**src/rtl/spi_burst_controller.sv**
```systemverilog
// spi_burst_controller: decodes the SPI command byte and sequences the memory
// datapath (shift-register load, memory write, MISO enable) through
// auto-incrementing read or write bursts of unlimited length.
module spi_burst_controller #(
    parameter int unsigned ADDR_W = 7
) (
    input  logic              clk,
    input  logic              reset,
    input  logic              sclk_rise,
    input  logic              cs_n,
    input  logic [7:0]        sr_pdata,
    output logic [ADDR_W-1:0] addr,
    output logic              dm_we,
    output logic              sr_load,
    output logic              miso_oe,
    output logic              busy,
    output logic [7:0]        byte_cnt
);

    localparam logic [2:0] S_IDLE         = 3'd0;
    localparam logic [2:0] S_CMD          = 3'd1;
    localparam logic [2:0] S_DECODE       = 3'd2;
    localparam logic [2:0] S_READ_LOAD    = 3'd3;
    localparam logic [2:0] S_READ_SHIFT   = 3'd4;
    localparam logic [2:0] S_WRITE_SHIFT  = 3'd5;
    localparam logic [2:0] S_WRITE_COMMIT = 3'd6;

    logic [2:0]        state_q, state_d;
    logic [2:0]        bit_cnt_q, bit_cnt_d;
    logic [ADDR_W-1:0] addr_q, addr_d;
    logic [7:0]        byte_cnt_q, byte_cnt_d;
    logic              dm_we_q, dm_we_d;
    logic              sr_load_q, sr_load_d;
    logic              miso_oe_q, miso_oe_d;
    logic              busy_q, busy_d;
    logic              byte_done;
    logic [6:0]        cmd_addr;

    // Next-state, counters and address; outputs are decoded from the next state
    // so they are registered and aligned with the state they belong to.
    always_comb begin
        state_d    = state_q;
        bit_cnt_d  = bit_cnt_q;
        addr_d     = addr_q;
        byte_cnt_d = byte_cnt_q;
        cmd_addr   = sr_pdata[7:1];
        byte_done  = sclk_rise && (bit_cnt_q == 3'd7);

        if (cs_n) begin
            // Deselect wins over everything; a partial byte is dropped.
            state_d = S_IDLE;
        end else begin
            // Rises are counted in every active state, including the one-cycle
            // states, so a rise there becomes bit 0 of the next byte.
            if (state_q != S_IDLE && sclk_rise) begin
                bit_cnt_d = bit_cnt_q + 3'd1;
            end
            case (state_q)
                S_IDLE: begin
                    state_d    = S_CMD;
                    bit_cnt_d  = 3'd0;
                    byte_cnt_d = 8'd0;
                end
                S_CMD: begin
                    if (byte_done) state_d = S_DECODE;
                end
                S_DECODE: begin
                    addr_d  = cmd_addr[ADDR_W-1:0];
                    state_d = sr_pdata[0] ? S_READ_LOAD : S_WRITE_SHIFT;
                end
                S_READ_LOAD: begin
                    state_d = S_READ_SHIFT;
                end
                S_READ_SHIFT: begin
                    if (byte_done) begin
                        addr_d     = addr_q + ADDR_W'(1);
                        byte_cnt_d = (byte_cnt_q == 8'hFF) ? byte_cnt_q : byte_cnt_q + 8'd1;
                        state_d    = S_READ_LOAD;
                    end
                end
                S_WRITE_SHIFT: begin
                    if (byte_done) state_d = S_WRITE_COMMIT;
                end
                S_WRITE_COMMIT: begin
                    addr_d     = addr_q + ADDR_W'(1);
                    byte_cnt_d = (byte_cnt_q == 8'hFF) ? byte_cnt_q : byte_cnt_q + 8'd1;
                    state_d    = S_WRITE_SHIFT;
                end
                default: begin
                    state_d = S_IDLE;
                end
            endcase
        end

        sr_load_d = (state_d == S_READ_LOAD);
        dm_we_d   = (state_d == S_WRITE_COMMIT);
        miso_oe_d = (state_d == S_READ_SHIFT);
        busy_d    = (state_d != S_IDLE);
    end

    // State, counter, address and output registers with synchronous reset.
    always_ff @(posedge clk) begin
        if (reset) begin
            state_q    <= S_IDLE;
            bit_cnt_q  <= 3'd0;
            addr_q     <= '0;
            byte_cnt_q <= 8'd0;
            dm_we_q    <= 1'b0;
            sr_load_q  <= 1'b0;
            miso_oe_q  <= 1'b0;
            busy_q     <= 1'b0;
        end else begin
            state_q    <= state_d;
            bit_cnt_q  <= bit_cnt_d;
            addr_q     <= addr_d;
            byte_cnt_q <= byte_cnt_d;
            dm_we_q    <= dm_we_d;
            sr_load_q  <= sr_load_d;
            miso_oe_q  <= miso_oe_d;
            busy_q     <= busy_d;
        end
    end

    assign addr     = addr_q;
    assign dm_we    = dm_we_q;
    assign sr_load  = sr_load_q;
    assign miso_oe  = miso_oe_q;
    assign busy     = busy_q;
    assign byte_cnt = byte_cnt_q;

endmodule

```
**config.mk**
```make
export PLATFORM = sky130hd
export DESIGN_NAME = spi_burst_controller
export DESIGN_NICKNAME = d
export VERILOG_FILES = /design/src/rtl/spi_burst_controller.sv
export SDC_FILE = /design/constraint.sdc
export NUM_CORES = 1
export LEC_CHECK = 0
export BUFFER_PORTS_ARGS = -buffer_cell sky130_fd_sc_hd__buf_2
export CAP_MARGIN = 20
export CORE_UTILIZATION = 52
export CTS_CLUSTER_DIAMETER = 30
export CTS_CLUSTER_SIZE = 28
export DETAILED_ROUTE_END_ITERATION = 16
export PLACE_DENSITY = 0.77
export SLEW_MARGIN = 25
export SYNTH_ARGS = -nofsm -noshare
export SYNTH_HDL_FRONTEND = slang
export SYNTH_SLANG_ARGS = --single-unit
```
**constraint.sdc**
```tcl
create_clock -name clk -period 2.54 [get_ports clk]
set_clock_uncertainty 0.15 [all_clocks]
set_input_delay 0.254 -clock clk [delete_from_list [all_inputs] [get_ports clk]]
set_output_delay 0.254 -clock clk [all_outputs]
set_load 0.02 [all_outputs]
```
After elaboration in Yosys (flattened, before gate mapping)
Index checks and enable logic that the tools add are counted.
{"block": "totals", "ff_bits": 25, "output_inout_bits": 19, "wordCells": 48}
{"block": "classes", "n_addsub": 3, "eq_ne": 12, "n_mux": 13, "bitwise": 1, "n_reduce_logical": 11}
{"cell": "$pmux 8 s3", "count": 1}
{"cell": "$mux 3", "count": 7}
{"cell": "$pmux 3 s7", "count": 1}
{"cell": "$pmux 7 s3", "count": 1}
{"cell": "$eq 3x3->1 const B", "count": 6}
{"cell": "$mux 8", "count": 2}
{"cell": "$reduce_bool 3->1", "count": 4}
{"cell": "$eq 3x2->1 const B", "count": 3}
{"cell": "$add 8x1->8 const B", "count": 1}
{"cell": "$eq 8x8->1 const B", "count": 1}
{"cell": "$add 7x1->7 const B", "count": 1}
{"cell": "$mux 7", "count": 1}
{"cell": "$reduce_and 3->1", "count": 2}
{"cell": "$add 3x1->3 const B", "count": 1}
{"cell": "$eq 3x1->1 const B", "count": 1}
{"cell": "$logic_not 3->1", "count": 1}
{"cell": "$logic_and 1x1->1", "count": 2}
{"cell": "$ne 2x2->1 const B", "count": 1}
{"cell": "$reduce_and 2->1", "count": 1}
{"cell": "$reduce_bool 2->1", "count": 1}
{"cell": "$not 1->1", "count": 1}

Longest topological paths before layout
Gate-level depths: netlist of run 1.
{"block": "depth", "depth_word": 6, "ltp_mapped": 6, "depth_no_buf": 6}

Worst setup path after synthesis of run 1
No wires, ideal clock.
{"block": "synth_timing", "kind": "register to register", "start": "register byte_cnt_q[0] (netlist: byte_cnt[0])", "end": "register byte_cnt_q[3] (netlist: byte_cnt[3])", "setup_ns": 0.091, "arrival_ns": 1.533, "t_required_ns": 2.299, "setup_slack_ns": 0.766, "stages_incl_launch_ff": 6, "path_buffers": 0, "cell_sequence": "dfxtp_1 > ha_1 > nand4_1 > o211ai_2 > nand2_1 > a311oi_1"}
{"block": "synth_via", "elab_chain_len": 4, "word_cells_on_any_way": 5, "cone_classes": "add/sub (1); eq/ne (1); mux (3)"}
{"element": "from (decl)", "line": "31", "rtl": "logic [7:0] byte_cnt_q, byte_cnt_d;"}
{"element": "from (signal assigned)", "line": "116", "rtl": "byte_cnt_q <= byte_cnt_d;"}
{"element": "$add 8x1->8 or $eq 8x8->1 (tied branches)", "line": "77, 86"}
{"element": "$mux 8 *", "line": "77, 86"}
{"element": "$mux 8", "line": "75", "rtl": "if (byte_done) begin"}
{"element": "$pmux 8 s3 *", "line": "58", "rtl": "case (state_q)"}
Every way passes the cells marked *; elsewhere a longest branch is shown, timed or not. The select of a mux whose other input is x is not followed.
A chain may end at the register's enable or synchronous reset.

Worst setup path in the final report of run 1
{"block": "layout_timing", "start": "register bit_cnt_q[0]", "end": "register addr_q[6] (netlist: addr[6])"}
{"block": "layout_via", "elab_chain_len": 4}
{"element": "from (decl)", "line": "29", "rtl": "logic [2:0] bit_cnt_q, bit_cnt_d;"}
{"element": "from (signal assigned)", "line": "114", "rtl": "bit_cnt_q <= bit_cnt_d;"}
{"element": "$eq 3x3->1", "line": "47", "rtl": "byte_done = sclk_rise && (bit_cnt_q == 3'd7);"}
{"element": "$logic_and 1x1->1", "line": "47"}
{"element": "$ne 2x2->1 (no source line)"}
{"element": "$reduce_and 3->1 (no source line)"}
{"element": "to (signal assigned)", "line": "115", "rtl": "addr_q <= addr_d;"}
{"element": "to (decl)", "line": "30", "rtl": "logic [ADDR_W-1:0] addr_q, addr_d;"}
Every way passes these cells.

==> impl_table.tex, run 1 <==
\begin{tabular}{lr}
\hline
Metric & Value \\
\hline
\multicolumn{2}{l}{\textbf{Worst hold path}} \\
Path category of the worst min-delay check & input port to flip-flop \\
\multicolumn{2}{l}{\textbf{Global route}} \\
Aggregate global-route resource usage & 0.2328 \\
Antenna violations before repair & 0 \\
Total grt overflow & 0 \\
Number of global-route vias before repair & 1,140 \\
First-pass GRT wire length & 4836 um \\
Pin count of the biggest net entering global routing & 23 \\
\multicolumn{2}{l}{\textbf{Routing}} \\
Detail Route Antenna Nets & 0 \\
Count of routing violations after the opening detailed-route iteration & 26 \\
DR DRC count & 0 \\
Routed via count divided by cell count & 6.056 \\
Wire per inst & 13.74 um \\
Drt first pass iters & 4 \\
Count of vias placed by the detailed router & 1,308 \\
Total routed wirelength & 2968 um \\
\multicolumn{2}{l}{\textbf{Critical path}} \\
Number of buffers and inverters on the critical path & 0 \\
Required arrival time at the worst endpoint & 2.62 ns \\
Crit path DAT & 2.03 ns \\
Kind of end point of the critical path & flip-flop \\
Slowest stage delay, CP & 0.43 ns \\
Worst setup SP type & flip-flop \\
CP max FO & 9 \\
Cell seen most often among critical-path stages & sky130\_fd\_sc\_hd\_\_ha\_1 \\
Crit path cell chain & ha\_1 > ha\_1 > a31oi\_1 > nor3\_2 > a21boi\_0 > o21a\_1 \\
Setup Crit Path Kind & flip-flop to flip-flop \\
Kind of cell adding the most delay to the critical path & compound AO/OA/AOI/OAI gates \\
Crit-path slowest cell & sky130\_fd\_sc\_hd\_\_nor3\_2 \\
\multicolumn{2}{l}{\textbf{Cells and area}} \\
Count of non-filler cells in the finished layout & 216 \\
Area growth from synthesis to layout & 12.70\% \\
Cell area after layout & 1510 sq um \\
Most frequent standard cell in the layout excluding fill and tap cells & sky130\_fd\_sc\_hd\_\_buf\_2 \\
Register area & 500.5 sq um \\
Multi-input gate area & 777.0 sq um \\
Highest-count cells in the layout ignoring fill and taps & sky130\_fd\_sc\_hd\_\_buf\_2 (30), sky130\_fd\_sc\_hd\_\_dfxtp\_1 (25), sky130\_fd\_sc\_hd\_\_a21oi\_1 (14), sky130\_fd\_sc\_hd\_\_nand2\_1 (13), sky130\_fd\_sc\_hd\_\_nor2\_1 (12) \\
Total of fill cells in the finished design & 235 \\
Final cell utilization of the core & 0.6152 \\
Antenna Cells & 0 \\
NumNets Final & 203 \\
Fraction of layout instances using a drive strength above 1 & 0.2258 \\
\multicolumn{2}{l}{\textbf{Power}} \\
Peak ir drop on the vdd network & 0.0002683 V \\
Leakage power & 0.0006327 uW \\
Part of the total power dissipated in the clock network & 0.291 \\
Switch Pwr & 141.8 uW \\
Fraction of power consumed by sequential logic & 0.649 \\
Pwr/cell area & 405.5 nW/um\^{}2 \\
Cell Int Power & 470.6 uW \\
Relative contribution of combinational cells to total power & 0.060 \\
Net Sw Frac & 0.2316 \\
\multicolumn{2}{l}{\textbf{Placed design}} \\
Global placer's final weighted congestion & 0.7758 \\
DP Wirelength & 2132 um \\
Quantity of I/O buffers inserted on ports & 30 \\
Number of cells after detailed placement & 212 \\
Instance area at placement & 1484 sq um \\
\multicolumn{2}{l}{\textbf{STA}} \\
Number of failing setup endpoints in the final timing report & 0 \\
Worst rel slew slack & 0.5982 \\
Total Negative Setup Slacks & 0 ns \\
Unrepaired setup endpoints after global routing & false \\
Period Utilization, post-route & 0.7671 \\
Minimum hold slack & 0.04956 ns \\
Max Slew Vio Count & 0 \\
F\_max & 0.5132 GHz \\
Final worst path period need & 1.948 ns \\
Tightest Pin Transition & 0.6014 ns \\
Final Hold Vio Count & 0 \\
\multicolumn{2}{l}{\textbf{Clock network}} \\
Buffers from clock root to sink, at most & 2 \\
Post-CTS Setup Bufs & 0 \\
Resize count post-CTS & 0 \\
Number of clock buffers inserted by TritonCTS & 3 \\
Worst-Skew Late Latency & 0.31 ns \\
Clock tree from TritonCTS & done \\
H-Tree Level Count & 1 \\
Sinks on Clock Net & 25 \\
CTS Hold Buffers Added & 0 \\
Clock root cell & sky130\_fd\_sc\_hd\_\_clkbuf\_4 \\
Clock transition at path regs & 0.13 ns \\
\multicolumn{2}{l}{\textbf{Synthesis}} \\
Dominant synthesized flop cell & sky130\_fd\_sc\_hd\_\_dfxtp\_1 \\
Count of distinct cell types in the synthesized netlist & 45 \\
Post-synthesis sequential element count & 25 \\
Count of warnings emitted by yosys & 0 \\
Number of synthesized flops with an enable pin & 0 \\
Mapped Nets & 176 \\
Cell count after synthesis & 160 \\
Post-synthesis cell area & 1340 sq um \\
Mean cell area of the mapped netlist & 8.375 sq um \\
Sequential cell area fraction in the yosys report & 0.3735 \\
Share of async-settable or async-resettable flops after synthesis & 0 \\
\multicolumn{2}{l}{\textbf{Die}} \\
Row cnt & 18 \\
Starting utilization of the core area & 0.5459 \\
Total die area & 2784 sq um \\
Y dimension of the die & 52.77 um \\
I/O pin total & 31 \\
Width of the die & 52.77 um \\
Core area & 2455 sq um \\
\multicolumn{2}{l}{\textbf{Run status}} \\
Run status & finished, final reports clean \\
\multicolumn{2}{l}{\textbf{Run}} \\
Number of maximum-capacitance constraint violations & 0 \\
\hline
\end{tabular}
==> synth_stat cells (4+ instances only) <==
| cell type | count | area (sq um) |
|---|---|---|
| sky130_fd_sc_hd__dfxtp_1 | 25 | 500.5 |
| sky130_fd_sc_hd__clkbuf_1 | 4 | 15.01 |
| sky130_fd_sc_hd__nor3_1 | 4 | 20.02 |
| sky130_fd_sc_hd__a21oi_1 | 14 | 70.07 |
| sky130_fd_sc_hd__and2_1 | 4 | 25.02 |
| sky130_fd_sc_hd__nand2_1 | 13 | 48.80 |
| sky130_fd_sc_hd__a311oi_1 | 4 | 35.03 |
| sky130_fd_sc_hd__nand3_1 | 9 | 45.04 |
| sky130_fd_sc_hd__nor2_1 | 12 | 45.04 |
| sky130_fd_sc_hd__o21ai_0 | 10 | 50.05 |
| sky130_fd_sc_hd__ha_1 | 4 | 50.05 |
==> registers in the layout, indices dropped and copies added, names as in the netlist <==
name and cells:
state_q 3, bit_cnt_q 3, addr 7, busy 1
miso_oe 1, sr_load 1, byte_cnt 8, dm_we 1
==> power groups by stage <==
stage / registers [uW] / logic, uW / clock network (uW)
2_1_floorplan: 405 / 24.3 / 0
3_3_place_gp: 406 / 35.7 / 0
3_5_place_dp: 406 / 36.5 / 0
4_1_cts: 398 / 36.7 / 184
5_1_grt: 398 / 40.7 / 195
6_report: 398 / 36.9 / 178
==> final cells by class <==
class / instances / share of cell area
Tap cell: 30 / 0.02485
Timing Repair Buffer: 31 / 0.1044
Clock buffer: 4 / 0.01740
Sequential cell: 25 / 0.3314
Inverter: 3 / 0.007456
Multi-Input combinational cell: 123 / 0.5145
==> layer usage <==
metal,global-route usage,up-vias,part of all wire
li1,-,650,-
met1,0.2900,615,0.46
met2,0.4051,39,0.48
met3,0.02609,4,0.046
met4,0.08772,0,0.011
met5,0,-,0
==> tightest hold or removal path, stage by stage <==
cell and delay, ns:
sky130_fd_sc_hd__buf_2 0.09, sky130_fd_sc_hd__nand2_1 0.05, sky130_fd_sc_hd__a311oi_1 0.08
==> final timing paths <==
kind                 from  slack (ns)  depth (start not counted)     endpoint
max          bit_cnt_q[0]        0.59                          6      addr[6]
min           sr_pdata[2]        0.05                          3      addr[1]
max reg2reg  bit_cnt_q[0]        0.59                          6      addr[6]
min reg2reg   byte_cnt[6]        0.37                          2  byte_cnt[6]
==> kinds of logic after synthesis <==
| family | synth area share |
|---|---|
| AOI/OAI and AO/OA | 0.2428 |
| adders and majority gates | 0.03735 |
| buffers and inverters | 0.04668 |
| DFF | 0.3735 |
| muxes | 0.01587 |
| and+or+nand+nor | 0.2838 |
==> per-stage QoR <==
stage,total power (uW),worst slack [ns]
floorplan,429.6,0.7659
global placement,441.8,0.6907
detailed placement,442.7,0.6154
CTS,618.3,0.5911
global route,633.7,0.4073
finish,612.4,0.5916
Power figures use the tool's default switching activity.
==> run 2, diff against run 1 <==
==> constraint.sdc (replaced) <==
create_clock -name clk -period 1.8 [get_ports clk]
set_clock_uncertainty 0.15 [all_clocks]
set_input_delay 0.18 -clock clk [delete_from_list [all_inputs] [get_ports clk]]
set_output_delay 0.18 -clock clk [all_outputs]
set_load 0.02 [all_outputs]
==> run 2 against run 1 <==
Wire length rose by 16%. Clock power rose by 46%. Count of clock-buffer cells in the layout decreased by 1. Worst hold slack got worse by 0.010 ns. Largest cell class unchanged.
==> impl_table.tex, run 2 (synthesized netlist as in run 1, its figures left out) <==
\begin{tabular}{lr}
\hline
Metric & Value \\
\hline
\multicolumn{2}{l}{\textbf{Run status}} \\
Run status & finished, final reports clean \\
\multicolumn{2}{l}{\textbf{STA}} \\
Max Slew Vio Count & 0 (unchanged) \\
Final Hold Vio Count & 0 (unchanged) \\
Worst setup margin & 0.01734 ns (-0.5743 ns) \\
Period Utilization, post-route & 0.9904 (+0.2233) \\
Worst rel slew slack & 0.7203 (+0.1221) \\
Number of failing setup endpoints in the final timing report & 0 (unchanged) \\
F\_max & 0.5610 GHz (+9.3\%) \\
Final worst path period need & 1.783 ns (-0.1657 ns) \\
Tightest Pin Transition & 0.4196 ns (-0.1819 ns) \\
Unrepaired setup endpoints after global routing & true \\
\multicolumn{2}{l}{\textbf{Critical path}} \\
Slowest stage delay, CP & 0.38 ns (-0.05 ns) \\
Crit path DAT & 1.87 ns (-0.16 ns) \\
CP max FO & 5 (-4) \\
Launch point of the worst reg-to-reg path & bit\_cnt\_q[0] \\
Origin of the worst setup path & bit\_cnt\_q[0] \\
Crit-path slowest cell & sky130\_fd\_sc\_hd\_\_dfxtp\_2 \\
Setup Crit Path Kind & flip-flop to flip-flop \\
Required arrival time at the worst endpoint & 1.89 ns (-0.73 ns) \\
Worst setup SP type & flip-flop \\
Crit path cell chain & ha\_4 > ha\_4 > a21o\_1 > o211ai\_2 > buf\_4 > buf\_4 > a22oi\_2 > o2bb2ai\_1 \\
Kind of end point of the critical path & flip-flop \\
Worst setup slack for register-to-register paths & 0.02 ns (-0.57 ns) \\
\multicolumn{2}{l}{\textbf{Cells and area}} \\
Most frequent standard cell in the layout excluding fill and tap cells & sky130\_fd\_sc\_hd\_\_buf\_2 \\
Area growth from synthesis to layout & 28.66\% \\
Number of flip-flops in the largest register & 8 (unchanged) \\
Fraction of layout instances using a drive strength above 1 & 0.3713 (+0.1455) \\
Count of non-filler cells in the finished layout & 232 (+7.4\%) \\
Antenna Cells & 0 (unchanged) \\
Cell area after layout & 1724 sq um (+14\%) \\
Highest-count cells in the layout ignoring fill and taps & sky130\_fd\_sc\_hd\_\_buf\_2 (30), sky130\_fd\_sc\_hd\_\_dfxtp\_1 (19), sky130\_fd\_sc\_hd\_\_buf\_4 (15), sky130\_fd\_sc\_hd\_\_a21oi\_1 (14) \\
NumNets Final & 219 (+7.9\%) \\
\multicolumn{2}{l}{\textbf{Routing}} \\
Routed via count divided by cell count & 6.121 (+1.1\%) \\
Detail Route Antenna Nets & 0 (unchanged) \\
Wire per inst & 14.82 um (+7.8\%) \\
DR DRC count & 0 (unchanged) \\
Count of routing violations after the opening detailed-route iteration & 47 (+81\%) \\
Count of vias placed by the detailed router & 1,420 (+8.6\%) \\
Total routed wirelength & 3438 um (+16\%) \\
Drt first pass iters & 4 (unchanged) \\
\multicolumn{2}{l}{\textbf{Placed design}} \\
Quantity of I/O buffers inserted on ports & 30 (unchanged) \\
Instance area at placement & 1567 sq um (+5.6\%) \\
DP Wirelength & 2343 um (+9.9\%) \\
Global placer's final weighted congestion & 0.8203 (+5.7\%) \\
Number of cells after detailed placement & 223 (+5.2\%) \\
Post-placement worst setup slack & -0.1172 ns (-0.7326 ns) \\
\multicolumn{2}{l}{\textbf{Clock network}} \\
Buffers from clock root to sink, at most & 2 (unchanged) \\
H-Tree Level Count & 1 (unchanged) \\
Number of clock buffers inserted by TritonCTS & 3 (unchanged) \\
Sinks on Clock Net & 25 (unchanged) \\
Worst-Skew Late Latency & 0.33 ns (+0.02 ns) \\
Clock transition at path regs & 0.14 ns (about the same) \\
Clock root cell & sky130\_fd\_sc\_hd\_\_clkbuf\_4 \\
Clock tree from TritonCTS & done \\
\multicolumn{2}{l}{\textbf{Power}} \\
Peak ir drop on the vdd network & 0.0004302 V (+60\%) \\
Cell Int Power & 668.0 uW (+42\%) \\
Pwr/cell area & 513.1 nW/um\^{}2 (+27\%) \\
Fraction of power consumed by sequential logic & 0.635 (-0.014) \\
Switch Pwr & 216.7 uW (+53\%) \\
PnR Total Power & 884.7 uW (+44\%) \\
Relative contribution of combinational cells to total power & 0.072 (+0.012) \\
Leakage power & 0.0007147 uW (+13\%) \\
Part of the total power dissipated in the clock network & 0.292 (about the same) \\
Net Sw Frac & 0.2450 (+0.01336) \\
\multicolumn{2}{l}{\textbf{Global route}} \\
Number of global-route vias before repair & 1,304 (+14\%) \\
Pin count of the biggest net entering global routing & 23 (unchanged) \\
Aggregate global-route resource usage & 0.2585 (+0.02566) \\
Total grt overflow & 0 (unchanged) \\
First-pass GRT wire length & 5319 um (+10\%) \\
Antenna violations before repair & 0 (unchanged) \\
\multicolumn{2}{l}{\textbf{Run}} \\
Number of maximum-capacitance constraint violations & 0 (unchanged) \\
\multicolumn{2}{l}{\textbf{Die}} \\
Y dimension of the die & 52.77 um (unchanged) \\
I/O pin total & 31 (unchanged) \\
Total die area & 2784 sq um (unchanged) \\
Starting utilization of the core area & 0.5459 (unchanged) \\
Width of the die & 52.77 um (unchanged) \\
Core area & 2455 sq um (unchanged) \\
Row cnt & 18 (unchanged) \\
\multicolumn{2}{l}{\textbf{Worst hold path}} \\
Launch point of the worst hold path & cs\_n \\
Path category of the worst min-delay check & input port to flip-flop \\
\hline
\end{tabular}
## run 2: cell count changes in the layout (fill, tap and decap cells not counted), sizes merged
cell         previous run  this run
buf                    31        45
clkbuf                  4         3
clkinv                  0         1
dlygate4sd3             0         2
## run 2: routing by layer
metal	GRT usage	vias to the layer above	wire, um
met1	0.2842	661	1464
met2	0.4515	62	1663
met3	0.04928	13	199
met4	0.1579	0	109
met5	0	-	0
li1	-	684	-
## run 2: worst max-delay path: cells and delay by family (launching register included)
| family | cells | cell delay (ns) |
|---|---|---|
| AO/OA/AOI/OAI | 4 | 0.55 |
| flip-flops | 1 | 0.38 |
| buffers and inverters | 2 | 0.32 |
| adder cells (fa/ha/maj) | 2 | 0.29 |
## run 2: final cells by class
type | instances | area (sq um)
Fill cell | 197 | 730.7
Timing Repair Buffer | 47 | 282.8
Inverter | 3 | 11.26
Multi-Input combinational cell | 123 | 857.1
Sequential cell | 25 | 508.0
Clock inverter | 1 | 5.005
Tap cell | 30 | 37.54
Clock buffer | 3 | 22.52
## run 2: what timing repair did
action	4_1_cts	5_1_grt
endpoints found under the hold margin	2	0
gates cloned	0	0
resized for setup	8	15
setup buffers	3	0
setup endpoints to repair	14	18
pin swaps	1	5
hold buffers	2	0
## run 2: per-stage QoR
stage,TNS [ns],utilization,hold WS [ns]
after floorplan,0,-,0.1925
after global placement,0,0.6381,0.3066
after detailed placement,-0.3598,0.6381,0.3243
after CTS,0,0.6794,0.02559
after global routing,-0.08136,0.7023,0.06750
final,0,0.7023,0.03924
## run 2: power groups by stage
stage                     Combinational [uW]  Sequential (uW)  Clock, uW
after floorplan                         34.3              572          0
after global placement                  52.9              573          0
after detailed placement                55.1              573          0
after CTS                               60.5              561        266
after global routing                    69.7              563        282
final                                   63.8              562        259
## run 2: worst paths after layout
check,end,cells after the start
setup / recovery,byte_cnt[6],8
hold / removal,busy,2
setup reg to reg,byte_cnt[6],8
hold reg to reg,byte_cnt[6],2
==> run 3, diff against run 2 <==
--- a/config.mk
+++ b/config.mk
@@ -7,11 +7,11 @@
 export LEC_CHECK = 0
 export BUFFER_PORTS_ARGS = -buffer_cell sky130_fd_sc_hd__buf_2
 export CAP_MARGIN = 20
-export CORE_UTILIZATION = 52
+export CORE_UTILIZATION = 36
 export CTS_CLUSTER_DIAMETER = 30
 export CTS_CLUSTER_SIZE = 28
 export DETAILED_ROUTE_END_ITERATION = 16
-export PLACE_DENSITY = 0.77
+export MAX_ROUTING_LAYER = met4
 export SLEW_MARGIN = 25
 export SYNTH_ARGS = -nofsm -noshare
 export SYNTH_HDL_FRONTEND = slang
==> run 3 against run 2 <==
Maximum frequency increased by 1.1%. Combinational power down 8.0%. Register-to-register slack improved by 0.02 ns.
==> impl_table.tex, run 3 (synthesized netlist as in run 1, its figures left out) <==
\begin{tabular}{lr}
\hline
Metric & Value \\
\hline
\multicolumn{2}{l}{\textbf{Run status}} \\
Run status & finished, final reports clean \\
\multicolumn{2}{l}{\textbf{Cells and area}} \\
Final cell utilization of the core & 0.4849 (-0.2174) \\
NumNets Final & 212 (-3.2\%) \\
Highest-count cells in the layout ignoring fill and taps & sky130\_fd\_sc\_hd\_\_buf\_2 (30), sky130\_fd\_sc\_hd\_\_dfxtp\_1 (20), sky130\_fd\_sc\_hd\_\_a21oi\_1 (14), sky130\_fd\_sc\_hd\_\_nand2\_1 (13), sky130\_fd\_sc\_hd\_\_nor2\_1 (12) \\
Antenna Cells & 0 (unchanged) \\
Most frequent standard cell in the layout excluding fill and tap cells & sky130\_fd\_sc\_hd\_\_buf\_2 \\
Cell area after layout & 1669 sq um (-3.2\%) \\
Total of fill cells in the finished design & 337 (+71\%) \\
Register area & 506.7 sq um (-0.25\%) \\
Area growth from synthesis to layout & 24.56\% \\
Multi-input gate area & 819.5 sq um (-4.4\%) \\
Number of flip-flops in the largest register & 8 (unchanged) \\
Fraction of layout instances using a drive strength above 1 & 0.3231 (-0.04821) \\
\multicolumn{2}{l}{\textbf{Placed design}} \\
Quantity of I/O buffers inserted on ports & 30 (unchanged) \\
DP Wirelength & 2266 um (-3.3\%) \\
Instance area at placement & 1564 sq um (-0.16\%) \\
Global placer's final weighted congestion & 0.8111 (-1.1\%) \\
\multicolumn{2}{l}{\textbf{Critical path}} \\
Worst setup SP type & flip-flop \\
Launch point of the worst reg-to-reg path & bit\_cnt\_q[0] \\
Capturing point of the worst reg2reg path & byte\_cnt[3] \\
Crit path DAT & 1.79 ns (-0.08 ns) \\
Setup Crit Path Kind & flip-flop to flip-flop \\
Kind of end point of the critical path & flip-flop \\
CP max FO & 6 (+1) \\
Worst setup slack for register-to-register paths & 0.04 ns (+0.02 ns) \\
Crit path cell chain & ha\_2 > ha\_4 > a21o\_1 > o211a\_1 > a41oi\_1 > a311oi\_1 \\
Required arrival time at the worst endpoint & 1.83 ns (-0.06 ns) \\
Slowest stage delay, CP & 0.34 ns (-0.04 ns) \\
Depth of the most critical reg-to-reg path & 6 (-2) \\
Crit-path slowest cell & sky130\_fd\_sc\_hd\_\_dfxtp\_2 \\
\multicolumn{2}{l}{\textbf{Die}} \\
I/O pin total & 31 (unchanged) \\
Y dimension of the die & 63.01 um (+19\%) \\
Starting utilization of the core area & 0.3893 (-0.1566) \\
Total die area & 3970 sq um (+43\%) \\
Core area & 3442 sq um (+40\%) \\
Row cnt & 21 (+3) \\
Width of the die & 63.01 um (+19\%) \\
\multicolumn{2}{l}{\textbf{Clock network}} \\
Worst-Skew Late Latency & 0.27 ns (-0.06 ns) \\
Clock root cell & sky130\_fd\_sc\_hd\_\_clkbuf\_8 \\
Buffers from clock root to sink, at most & 2 (unchanged) \\
Number of clock buffers inserted by TritonCTS & 3 (unchanged) \\
Sinks on Clock Net & 25 (unchanged) \\
H-Tree Level Count & 1 (unchanged) \\
Clock tree from TritonCTS & done \\
Clock transition at path regs & 0.09 ns (-0.05 ns) \\
\multicolumn{2}{l}{\textbf{Global route}} \\
Aggregate global-route resource usage & 0.1710 (-0.08747) \\
Antenna violations before repair & 0 (unchanged) \\
Number of global-route vias before repair & 1,261 (-3.3\%) \\
First-pass GRT wire length & 5402 um (+1.6\%) \\
Pin count of the biggest net entering global routing & 23 (unchanged) \\
Total grt overflow & 0 (unchanged) \\
\multicolumn{2}{l}{\textbf{Routing}} \\
DR DRC count & 0 (unchanged) \\
Count of vias placed by the detailed router & 1,316 (-7.3\%) \\
Count of routing violations after the opening detailed-route iteration & 78 (+66\%) \\
Drt first pass iters & 4 (unchanged) \\
Routed via count divided by cell count & 5.461 (-11\%) \\
Total routed wirelength & 3148 um (-8.4\%) \\
Detail Route Antenna Nets & 0 (unchanged) \\
Wire per inst & 13.06 um (-12\%) \\
\multicolumn{2}{l}{\textbf{Power}} \\
Cell Int Power & 737.4 uW (+10\%) \\
Pwr/cell area & 576.4 nW/um\^{}2 (+12\%) \\
Relative contribution of combinational cells to total power & 0.061 (-0.011) \\
Leakage power & 0.0006873 uW (-3.8\%) \\
Switch Pwr & 224.6 uW (+3.6\%) \\
Fraction of power consumed by sequential logic & 0.583 (-0.052) \\
Part of the total power dissipated in the clock network & 0.355 (+0.063) \\
Net Sw Frac & 0.2335 (-0.01147) \\
Peak ir drop on the vdd network & 0.0003044 V (-29\%) \\
\multicolumn{2}{l}{\textbf{Worst hold path}} \\
Endpoint of the worst hold-timing path & addr[1] \\
Path category of the worst min-delay check & input port to flip-flop \\
Cell depth of the worst min-delay path & 3 (+1) \\
Launch point of the worst hold path & sr\_pdata[2] \\
\multicolumn{2}{l}{\textbf{STA}} \\
Unrepaired setup endpoints after global routing & true \\
Final Hold Vio Count & 0 (unchanged) \\
Final worst path period need & 1.763 ns (-0.02015 ns) \\
Number of failing setup endpoints in the final timing report & 0 (unchanged) \\
Worst rel slew slack & 0.7176 (-0.002691) \\
F\_max & 0.5674 GHz (+1.1\%) \\
Max Slew Vio Count & 0 (unchanged) \\
Period Utilization, post-route & 0.9792 (-0.01119) \\
Tightest Pin Transition & 0.4236 ns (+0.004037 ns) \\
\multicolumn{2}{l}{\textbf{Run}} \\
Number of maximum-capacitance constraint violations & 0 (unchanged) \\
\hline
\end{tabular}
## run 3: layout make-up
| class | instances | area share |
|---|---|---|
| Tap cell | 46 | 0.03448 |
| Clock inverter | 1 | 0.004498 |
| Clock buffer | 3 | 0.02474 |
| Timing Repair Buffer | 40 | 0.1349 |
| Sequential cell | 25 | 0.3036 |
| Multi-Input combinational cell | 123 | 0.4910 |
| Inverter | 3 | 0.006747 |
## run 3: how the worst max path moves through the flow
stage                             end          from  slack [ns]
after global routing      byte_cnt[3]  bit_cnt_q[0]       -0.04
after detailed placement      addr[6]  bit_cnt_q[1]       -0.07
final                     byte_cnt[3]  bit_cnt_q[0]        0.04
after global placement        addr[6]  bit_cnt_q[0]       -0.03
after floorplan           byte_cnt[3]   byte_cnt[0]        0.03
after CTS                     addr[0]  bit_cnt_q[0]       -0.01
## run 3: metrics by stage
step	power [uW]	hold slack, ns	worst slack (ns)	setup TNS, ns	instances
finish	962.0	0.01688	0.03749	0	241
global route	1009	0.02403	-0.04485	-0.1162	241
CTS	975.1	0.02386	-0.01450	-0.02024	241
detailed placement	629.3	0.3211	-0.07304	-0.3579	236
global placement	628.3	0.3075	-0.03272	-0.06305	236
floorplan	606.2	0.1925	0.02588	0	160
## run 3: power by group through the flow
stage | combinational, uW | clock, uW | sequential [uW]
floorplan | 34.3 | 0 | 572
global placement | 55.4 | 0 | 573
detailed placement | 56.0 | 0 | 573
CTS | 56.6 | 358 | 560
global route | 65.5 | 381 | 562
finish | 58.7 | 342 | 561
## run 3: routing by layer
layer | share of wire | global-route usage | vias up
met5 | 0 | - | -
met4 | 0.0041 | 0.05814 | 0
met3 | 0.036 | 0.02190 | 2
met2 | 0.48 | 0.2715 | 27
met1 | 0.48 | 0.2217 | 622
li1 | - | - | 665
## run 3: what timing repair did
item / CTS / global route
buffers inserted: 1 / 0
pin swaps: 1 / 3
hold buffers: 0 / 0
setup endpoints to repair: 10 / 14
resized for setup: 5 / 10
## run 3: critical path: cells and delay by family (launching register included)
kind	cells	cell delay, ns
flops	1	0.34
fa+ha+maj	2	0.33
compound gates	4	0.86
